<file path="src/rtl/spdif_encoder.sv">
// S/PDIF biphase-mark transmitter with a one-entry sample-pair buffer.
// Define SPDIF_CHSTAT_EN to carry channel-status bits in the C slot.
module spdif_encoder #(
    parameter int unsigned HALF_DIV = 2
) (
    input  logic        clk,
    input  logic        resetb,
    input  logic        ena,
    input  logic        s_valid,
    output logic        s_ready,
    input  logic [23:0] s_left,
    input  logic [23:0] s_right,
    input  logic [3:0]  cfg_fs,
    output logic        tx_out,
    output logic        block_start,
    output logic        underrun
);

    localparam logic [7:0] DIV_MAX = 8'(HALF_DIV - 1);
    localparam logic [7:0] PRE_B   = 8'b11101000;
    localparam logic [7:0] PRE_M   = 8'b11100010;
    localparam logic [7:0] PRE_W   = 8'b11100100;

    logic [7:0]  div_cnt;
    logic        half;
    logic [4:0]  slot;
    logic        sub;
    logic [7:0]  frame;
    logic        buf_full;
    logic [23:0] buf_l;
    logic [23:0] buf_r;
    logic [23:0] sr_l;
    logic [23:0] sr_r;
    logic        v_flag;
    logic        par;
    logic        pre_lvl;

    logic        cell_tick;
    logic        last_div;
    logic        frame_start;
    logic [7:0]  pat;
    logic [2:0]  cell_idx;
    logic        ref_lvl;
    logic        pat_bit;
    logic        c_bit;
    logic        cur_bit;
    logic        cell_val;

    assign s_ready = ~buf_full;

`ifdef SPDIF_CHSTAT_EN
    logic [3:0] fs_q;

    always_ff @(posedge clk or negedge resetb) begin
        if (!resetb) begin
            fs_q <= '0;
        end else if (frame_start && frame == 8'd0) begin
            fs_q <= cfg_fs;
        end
    end

    // Channel-status word: bit 2, bits 24-27 = fs, bit 32
    always_comb begin
        c_bit = 1'b0;
        if (frame == 8'd2 || frame == 8'd32) begin
            c_bit = 1'b1;
        end else if (frame[7:2] == 6'd6) begin
            c_bit = fs_q[frame[1:0]];
        end
    end
`else
    logic unused_cfg;
    assign unused_cfg = ^cfg_fs;
    assign c_bit      = 1'b0;
`endif

    always_comb begin
        last_div    = (div_cnt == DIV_MAX);
        cell_tick   = ena && (div_cnt == 8'd0);
        frame_start = cell_tick && !half && (slot == 5'd0) && !sub;
        pat = PRE_W;
        if (!sub) begin
            pat = (frame == 8'd0) ? PRE_B : PRE_M;
        end
        cell_idx = {slot[1:0], half};
        ref_lvl  = (slot == 5'd0 && !half) ? tx_out : pre_lvl;
        pat_bit  = pat[3'd7 - cell_idx] ^ ref_lvl;
        cur_bit  = 1'b0;
        unique case (1'b1)
            slot <  5'd28: cur_bit = sub ? sr_r[0] : sr_l[0];
            slot == 5'd28: cur_bit = v_flag;
            slot == 5'd30: cur_bit = c_bit;
            slot == 5'd31: cur_bit = par;
            default:       cur_bit = 1'b0;
        endcase
        if (slot < 5'd4) begin
            cell_val = pat_bit;
        end else if (half) begin
            cell_val = tx_out ^ cur_bit;
        end else begin
            cell_val = ~tx_out;
        end
    end

    always_ff @(posedge clk or negedge resetb) begin
        if (!resetb) begin
            buf_full <= 1'b0;
            buf_l    <= '0;
            buf_r    <= '0;
        end else if (s_valid && !buf_full) begin
            buf_full <= 1'b1;
            buf_l    <= s_left;
            buf_r    <= s_right;
        end else if (frame_start) begin
            buf_full <= 1'b0;
        end
    end

    always_ff @(posedge clk or negedge resetb) begin
        if (!resetb) begin
            div_cnt     <= '0;
            half        <= 1'b0;
            slot        <= '0;
            sub         <= 1'b0;
            frame       <= '0;
            sr_l        <= '0;
            sr_r        <= '0;
            v_flag      <= 1'b0;
            par         <= 1'b0;
            pre_lvl     <= 1'b0;
            tx_out      <= 1'b0;
            block_start <= 1'b0;
            underrun    <= 1'b0;
        end else if (!ena) begin
            div_cnt     <= '0;
            half        <= 1'b0;
            slot        <= '0;
            sub         <= 1'b0;
            frame       <= '0;
            tx_out      <= 1'b0;
            block_start <= 1'b0;
            underrun    <= 1'b0;
        end else begin
            block_start <= frame_start && (frame == 8'd0);
            underrun    <= frame_start && !buf_full;
            if (cell_tick) begin
                tx_out <= cell_val;
                if (slot == 5'd0 && !half) begin
                    pre_lvl <= tx_out;
                end
                // An empty buffer sends a silent, invalid frame
                if (frame_start) begin
                    sr_l   <= buf_full ? buf_l : 24'd0;
                    sr_r   <= buf_full ? buf_r : 24'd0;
                    v_flag <= !buf_full;
                end
                if (slot == 5'd0) begin
                    par <= 1'b0;
                end else if (!half && slot >= 5'd4 && slot != 5'd31) begin
                    par <= par ^ cur_bit;
                end
            end
            if (last_div) begin
                div_cnt <= '0;
                half    <= ~half;
                if (half) begin
                    if (slot >= 5'd4 && slot < 5'd28) begin
                        if (sub) begin
                            sr_r <= {1'b0, sr_r[23:1]};
                        end else begin
                            sr_l <= {1'b0, sr_l[23:1]};
                        end
                    end
                    slot <= slot + 5'd1;
                    if (slot == 5'd31) begin
                        sub <= ~sub;
                        if (sub) begin
                            frame <= (frame == 8'd191) ? 8'd0 : frame + 8'd1;
                        end
                    end
                end
            end else begin
                div_cnt <= div_cnt + 8'd1;
            end
        end
    end

endmodule

</file>
<file path="config.mk">
export PLATFORM = sky130hd
export DESIGN_NAME = spdif_encoder
export DESIGN_NICKNAME = d
export VERILOG_FILES = /design/src/rtl/spdif_encoder.sv
export SDC_FILE = /design/constraint.sdc
export NUM_CORES = 1
export LEC_CHECK = 0
export BUFFER_PORTS_ARGS = -buffer_cell sky130_fd_sc_hd__buf_2
export CAP_MARGIN = 25
export CORE_ASPECT_RATIO = 1.25
export CORE_MARGIN = 2
export CORE_UTILIZATION = 63
export CTS_CLUSTER_SIZE = 14
export DETAILED_ROUTE_END_ITERATION = 7
export GPL_TIMING_DRIVEN = 1
export HOLD_SLACK_MARGIN = 0.08
export PLACE_DENSITY = 0.88
export RECOVER_POWER = 25
export SKIP_LAST_GASP = 1
export SLEW_MARGIN = 25
export SYNTH_ARGS = -nofsm -noshare
export SYNTH_HDL_FRONTEND = slang
export SYNTH_SLANG_ARGS = --single-unit
</file>
<file path="constraint.sdc">
create_clock -name clk -period 4 [get_ports clk]
set_clock_uncertainty 0.15 [all_clocks]
set_input_delay 0 -clock clk [delete_from_list [all_inputs] [get_ports clk]]
set_output_delay 0 -clock clk [all_outputs]
set_load 0.1 [all_outputs]
</file>
## Yosys cells after proc, flatten, opt, wreduce, memory -nomap -nowiden

Index checks and enable logic that the tools add are counted.

- Flip-flop bits (word level): 126
- Input bits: 56
- Output and inout port bits: 4

- $add $sub $neg: 4
- Order comparisons: 4
- Equality and inequality tests: 10
- Multiplexer cells: 48
- Bitwise logic cells: 7
- Reductions and logical operators: 25

Operators with widths:

| operator | number |
|---|---|
| two-way mux 24 bit | 14 |
| two-way mux 8 bit | 8 |
| two-way mux 1 bit | 19 |
| adder 8 x 1 -> 8 bit, second input constant | 2 |
| zero test 8 bit | 2 |
| two-way mux 5 bit | 3 |
| logical AND 1 bit | 11 |
| equality test 5 bit, second input constant | 2 |
| != test 2 x 1 -> 1 bit, second input constant | 5 |
| AND reduction 3 bit | 3 |
| equality test 8 x 1 -> 1 bit, second input constant | 1 |
| equality test 8 bit, second input constant | 1 |
| two-way mux 4 bit | 2 |
| adder 5 x 1 -> 5 bit, second input constant | 1 |
| >= comparator 5 x 3 -> 1 bit, second input constant | 1 |
| zero test 5 bit | 1 |
| < comparator 5 x 3 -> 1 bit, second input constant | 1 |
| < comparator 5 bit, second input constant | 1 |
| != test 5 bit, second input constant | 1 |
| < comparator 3 x 4 -> 1 bit, second input constant | 1 |
| NOT 1 bit | 4 |
| AND reduction 2 bit | 2 |
| AND reduction 4 bit | 1 |
| nonzero test 2 bit | 2 |
| other kinds (5) | 9 |

## Logic depth before layout (Yosys ltp)

- Word-level depth: 11
- Depth in mapped cells: 9

## Worst setup path before layout

No wires, ideal clock.

- Path kind: register to register
- From: register slot[0]
- To: register frame[7]
- Setup time: 0.124 ns
- Data arrival time: 1.927 ns
- Required time: 3.726 ns
- Path slack: 1.799 ns
- Stages on the path, launching flop included: 9
- Buffers on the path: 0
- Clock period less this slack: 2.201 ns
- Cells stage by stage: dfrtp_1 ha_1 and3_1 ha_1 and3_1 nand3_1 a21o_1 and3_1 o31a_1

- Longest elaborated chain between the ends: 3

RTL lines:

| item | RTL line | source |
|---|---|---|
| start, declared | 26 | `logic [4:0] slot;` |
| start signal, assigned | 174 | `slot <= slot + 5'd1;` |
| equality test 5 bit | 175 | `if (slot == 5'd31) begin` |
| != test 2 x 1 -> 1 bit (no line) | -- |  |
| AND reduction 4 bit (no line) | -- |  |
| end signal, assigned | 178 | `frame <= (frame == 8'd191) ? 8'd0 : frame + 8'd1;` |
| end, declared | 28 | `logic [7:0] frame;` |

No other way between the ends.
A chain may end at the register's enable or synchronous reset.

## Worst setup path after layout

- From: register slot[2]
- To: register sr_r[23]

- Longest elaborated chain between the ends: 9
- Elaborated cells on any way between the ends: 12

RTL lines:

| item | RTL line | source |
|---|---|---|
| zero test 5 bit | 80 | `frame_start = cell_tick && !half && (slot == 5'd0) && !sub;` |
| logical AND 1 bit (2 in a row) | 80 |  |
| two-way mux 24 bit | 152 | `if (frame_start) begin` |
| two-way mux 24 bit | 146 | `if (cell_tick) begin` |
| two-way mux 24 bit | 168 | `if (sub) begin` |
| two-way mux 24 bit | 167 | `if (slot >= 5'd4 && slot < 5'd28) begin` |
| two-way mux 24 bit | 166 | `if (half) begin` |
| two-way mux 24 bit (*) | 163 | `if (last_div) begin` |
| end signal, assigned | 154 | `sr_r <= buf_full ? buf_r : 24'd0;` |
| end signal, assigned | 169 | `sr_r <= {1'b0, sr_r[23:1]};` |
| end, declared | 33 | `logic [23:0] sr_r;` |

Every way passes the cells marked *; elsewhere a longest branch is shown, timed or not.

==> impl_metrics.ini <==
[sta]
setup_violations = 0
timing.setup.tns_ns = 0
max_freq_mhz = 311
hold_viol = 0
tightest_slew_ns = 1.71
finalMaxSlewViolations = 32
period_share_pct = 80.5
rsz0062_at_grt = no
finalCriticalPeriod_ns = 3.22
max_slew_margin_pct = -14.0

[placed_design]
dp_cells = 659
place.detailed.hpwl_mm = 7.59
io_buffers = 55
gp_congestion = 0.830

[global_route]
grt_max_degree = 58
antenna_found_initial = 1
grt_pass1_vias = 5325
grt_pass1_wl_mm = 28.9
globalRouteOverflowTotal = 0
grtUsageTotal_pct = 37.7

[floorplan]
die_area_um2 = 10100
io_pins = 60
coreArea_um2 = 9080
rows = 39
die_y_um = 112
die_x_um = 90.1
start_util_pct = 64.4

[route]
wire_per_inst_um = 23.1
vias_per_cell = 6.50
routed_wl_mm = 17.7
drtAntennaViolNets = 0
drtIter0Drc = 473
dr.pass1.iters = 7
vias = 4981
drcViolationCount = 0

[cts]
insertion_delay_ns = 0.43
cts_resized = 0
clock-root-buffer = clkbuf_16
cts_buffers = 17
clockBufferDepth = 2
cts_tree = yes
clkTransAtPathRegs_ns = 0.05
htree_levels = 4
clock-sinks = 126

[synthesis]
yosysMostFrequentCell = dfrtp_1
synth_top_area_share_pct = 53.9
synthAdderAreaFrac_pct = 1.71
ys.flop_type = dfrtp_1
yosysSeqAreaShare_pct = 53.9
yosys_warnings = 0
syn_avg_cell_area_um2 = 11.6
synth.area.mux_share_pct = 10.5
ys_async_sr_fraction_pct = 100
netlist_area_um2 = 5840
synth_top_family_by_area = compound AO/OA/AOI/OAI gates
synthTopCellsByCount = 126 x dfrtp_1, 49 x mux2_2, 43 x nor2_1
netlist_top_cells_area = dfrtp_1 54%, mux2_2 9.4%, a2bb2oi_2 4.9%, o2bb2ai_1 3.4%, nor2_1 2.8%
synth_edf_count = 0
synth-seq-cells = 126
syn-instance-count = 505
synthSimpleGateAreaFrac_pct = 11.4
synth_compound_area_share_pct = 17.4
synth_largest_area_cell = dfrtp_1
synth.distinct_cells = 50
syn_nets = 569
yosys.area_share.xor_xnor_pct = 1.95

[run_status]
violations = max-capacitance violations, max-slew violations
status = complete, but fails checks

[worst_hold_path]
hold_path_class = input pin to flop

[critical_path]
cp.required_ns = 4.10
cpPeakStageDelay_ns = 0.81
path_buf_inv = 1
crit_chain = nor3_1 -> nand3_1 -> or2_0 -> buf_4 -> a21boi_4 -> o21ai_0
cp.arrival_ns = 3.32
cp_slowest_cell = a21boi_4
path_delay_family = simple AND/OR/NAND/NOR gates
critPathMaxFanout = 27
setup.worst_path.end_class = flop
crit_type = flop to flop
critPathLaunchType = flop

[layout]
fin_util_pct = 84.0
drive_gt1_share_pct = 26.6
final_cells = 766
area_growth_pct = 30.5
num-nets-final = 693

[flow_run]
drv_cap = 1

[pwr]
p_per_area_nw_per_um2 = 756
ir_drop_mv = 0.571
power_leakage_nw = 3.33
## flip-flops by register name, indices dropped and copies added (netlist names)
| signal | count |
|---|---|
| buf_l | 24 |
| half | 1 |
| div_cnt | 8 |
| pre_lvl | 1 |
| v_flag | 1 |
| sub | 1 |
| underrun | 1 |
| tx_out | 1 |
| buf_full | 1 |
| block_start | 1 |
| frame | 8 |
| buf_r | 24 |
| par | 1 |
| sr_r | 24 |
| slot | 5 |
| sr_l | 24 |
## metal layers
| metal | up-vias | GRT usage [%] | share of wire (%) |
|---|---|---|---|
| li1 | 2079 | - | - |
| met1 | 2496 | 45.1 | 37 |
| met2 | 305 | 63.3 | 51 |
| met3 | 101 | 8.25 | 6.7 |
| met4 | 0 | 21.4 | 5.8 |
| met5 | - | 0 | 0 |
## through the flow
step           total power (W)  hold slack, ns  setup slack [ns]  cell area (µm²)
2_1_floorplan          0.00318          -0.446              1.80             5840
3_3_place_gp           0.00340         -0.0636              1.14             6200
3_5_place_dp           0.00351         -0.0453              1.03             6200
4_1_cts                0.00550           0.184             0.952             7630
5_1_grt                0.00596           0.234             0.553             7630
6_report               0.00576           0.210             0.780             7630
## tightest hold or removal path, cell delays in order
cell	delay [ns]
dlygate4sd3_1	0.53
buf_2	0.09
mux2_2	0.13
## cell usage in the layout, fill, tap and decap left out, drive strengths merged, types with 13 or more instances in the layout
| master | instances |
|---|---|
| dfrtp | 126 |
| dlygate4sd3 | 73 |
| buf | 62 |
| mux2 | 49 |
| nor2 | 43 |
| nand2 | 35 |
| a21oi | 28 |
| o2bb2ai | 23 |
| a2bb2oi | 23 |
| o22ai | 22 |
| clkbuf | 22 |
| nand3 | 16 |
| inv | 13 |
## repair_timing
item,4_1_cts,5_1_grt
hold buffers,74,0
endpoints found under the hold margin,127,0
buffers inserted,0,0
## cell families (layout without fill, tap and decap cells)
group	count (synthesis)	after routing
and+or+nand+nor	136	136
DFF	126	126
AOI/OAI and AO/OA	124	124
muxes	55	55
buffers and inverters	43	180
xor gates and xnor gates	13	13
adders and majority gates	8	8
other	0	1
## final cells by class
class	instances	area [µm²]
multi-input combinational	336	2520
inverter	11	41.3
sequential	126	3150
clock inverter	12	208
clock buffer	20	457
fill	420	1450
timing repair buffer	137	1090
antenna	1	2.50
tap	123	154
## worst paths after layout
kind,from,endpoint,slack (ns),cells after the start
worst max-delay path,slot[2],sr_r[23],0.78,6
worst min-delay path,s_right[8],buf_r[8],0.21,3
worst max register to register,slot[2],sr_r[23],0.78,6
worst min register to register,v_flag,v_flag,0.35,1
max in group asynchronous,resetb,sr_r[20],1.35,4
min in group asynchronous,resetb,buf_l[16],0.77,4
## where the power goes
group          leakage (nW)  switching (W)  internal [W]
sequential             1.53       0.000434       0.00181
combinational          1.49       0.000876      0.000884
clock                 0.313       0.000619       0.00114
total                  3.33        0.00193       0.00383
Power figures use the tool's default switching activity.
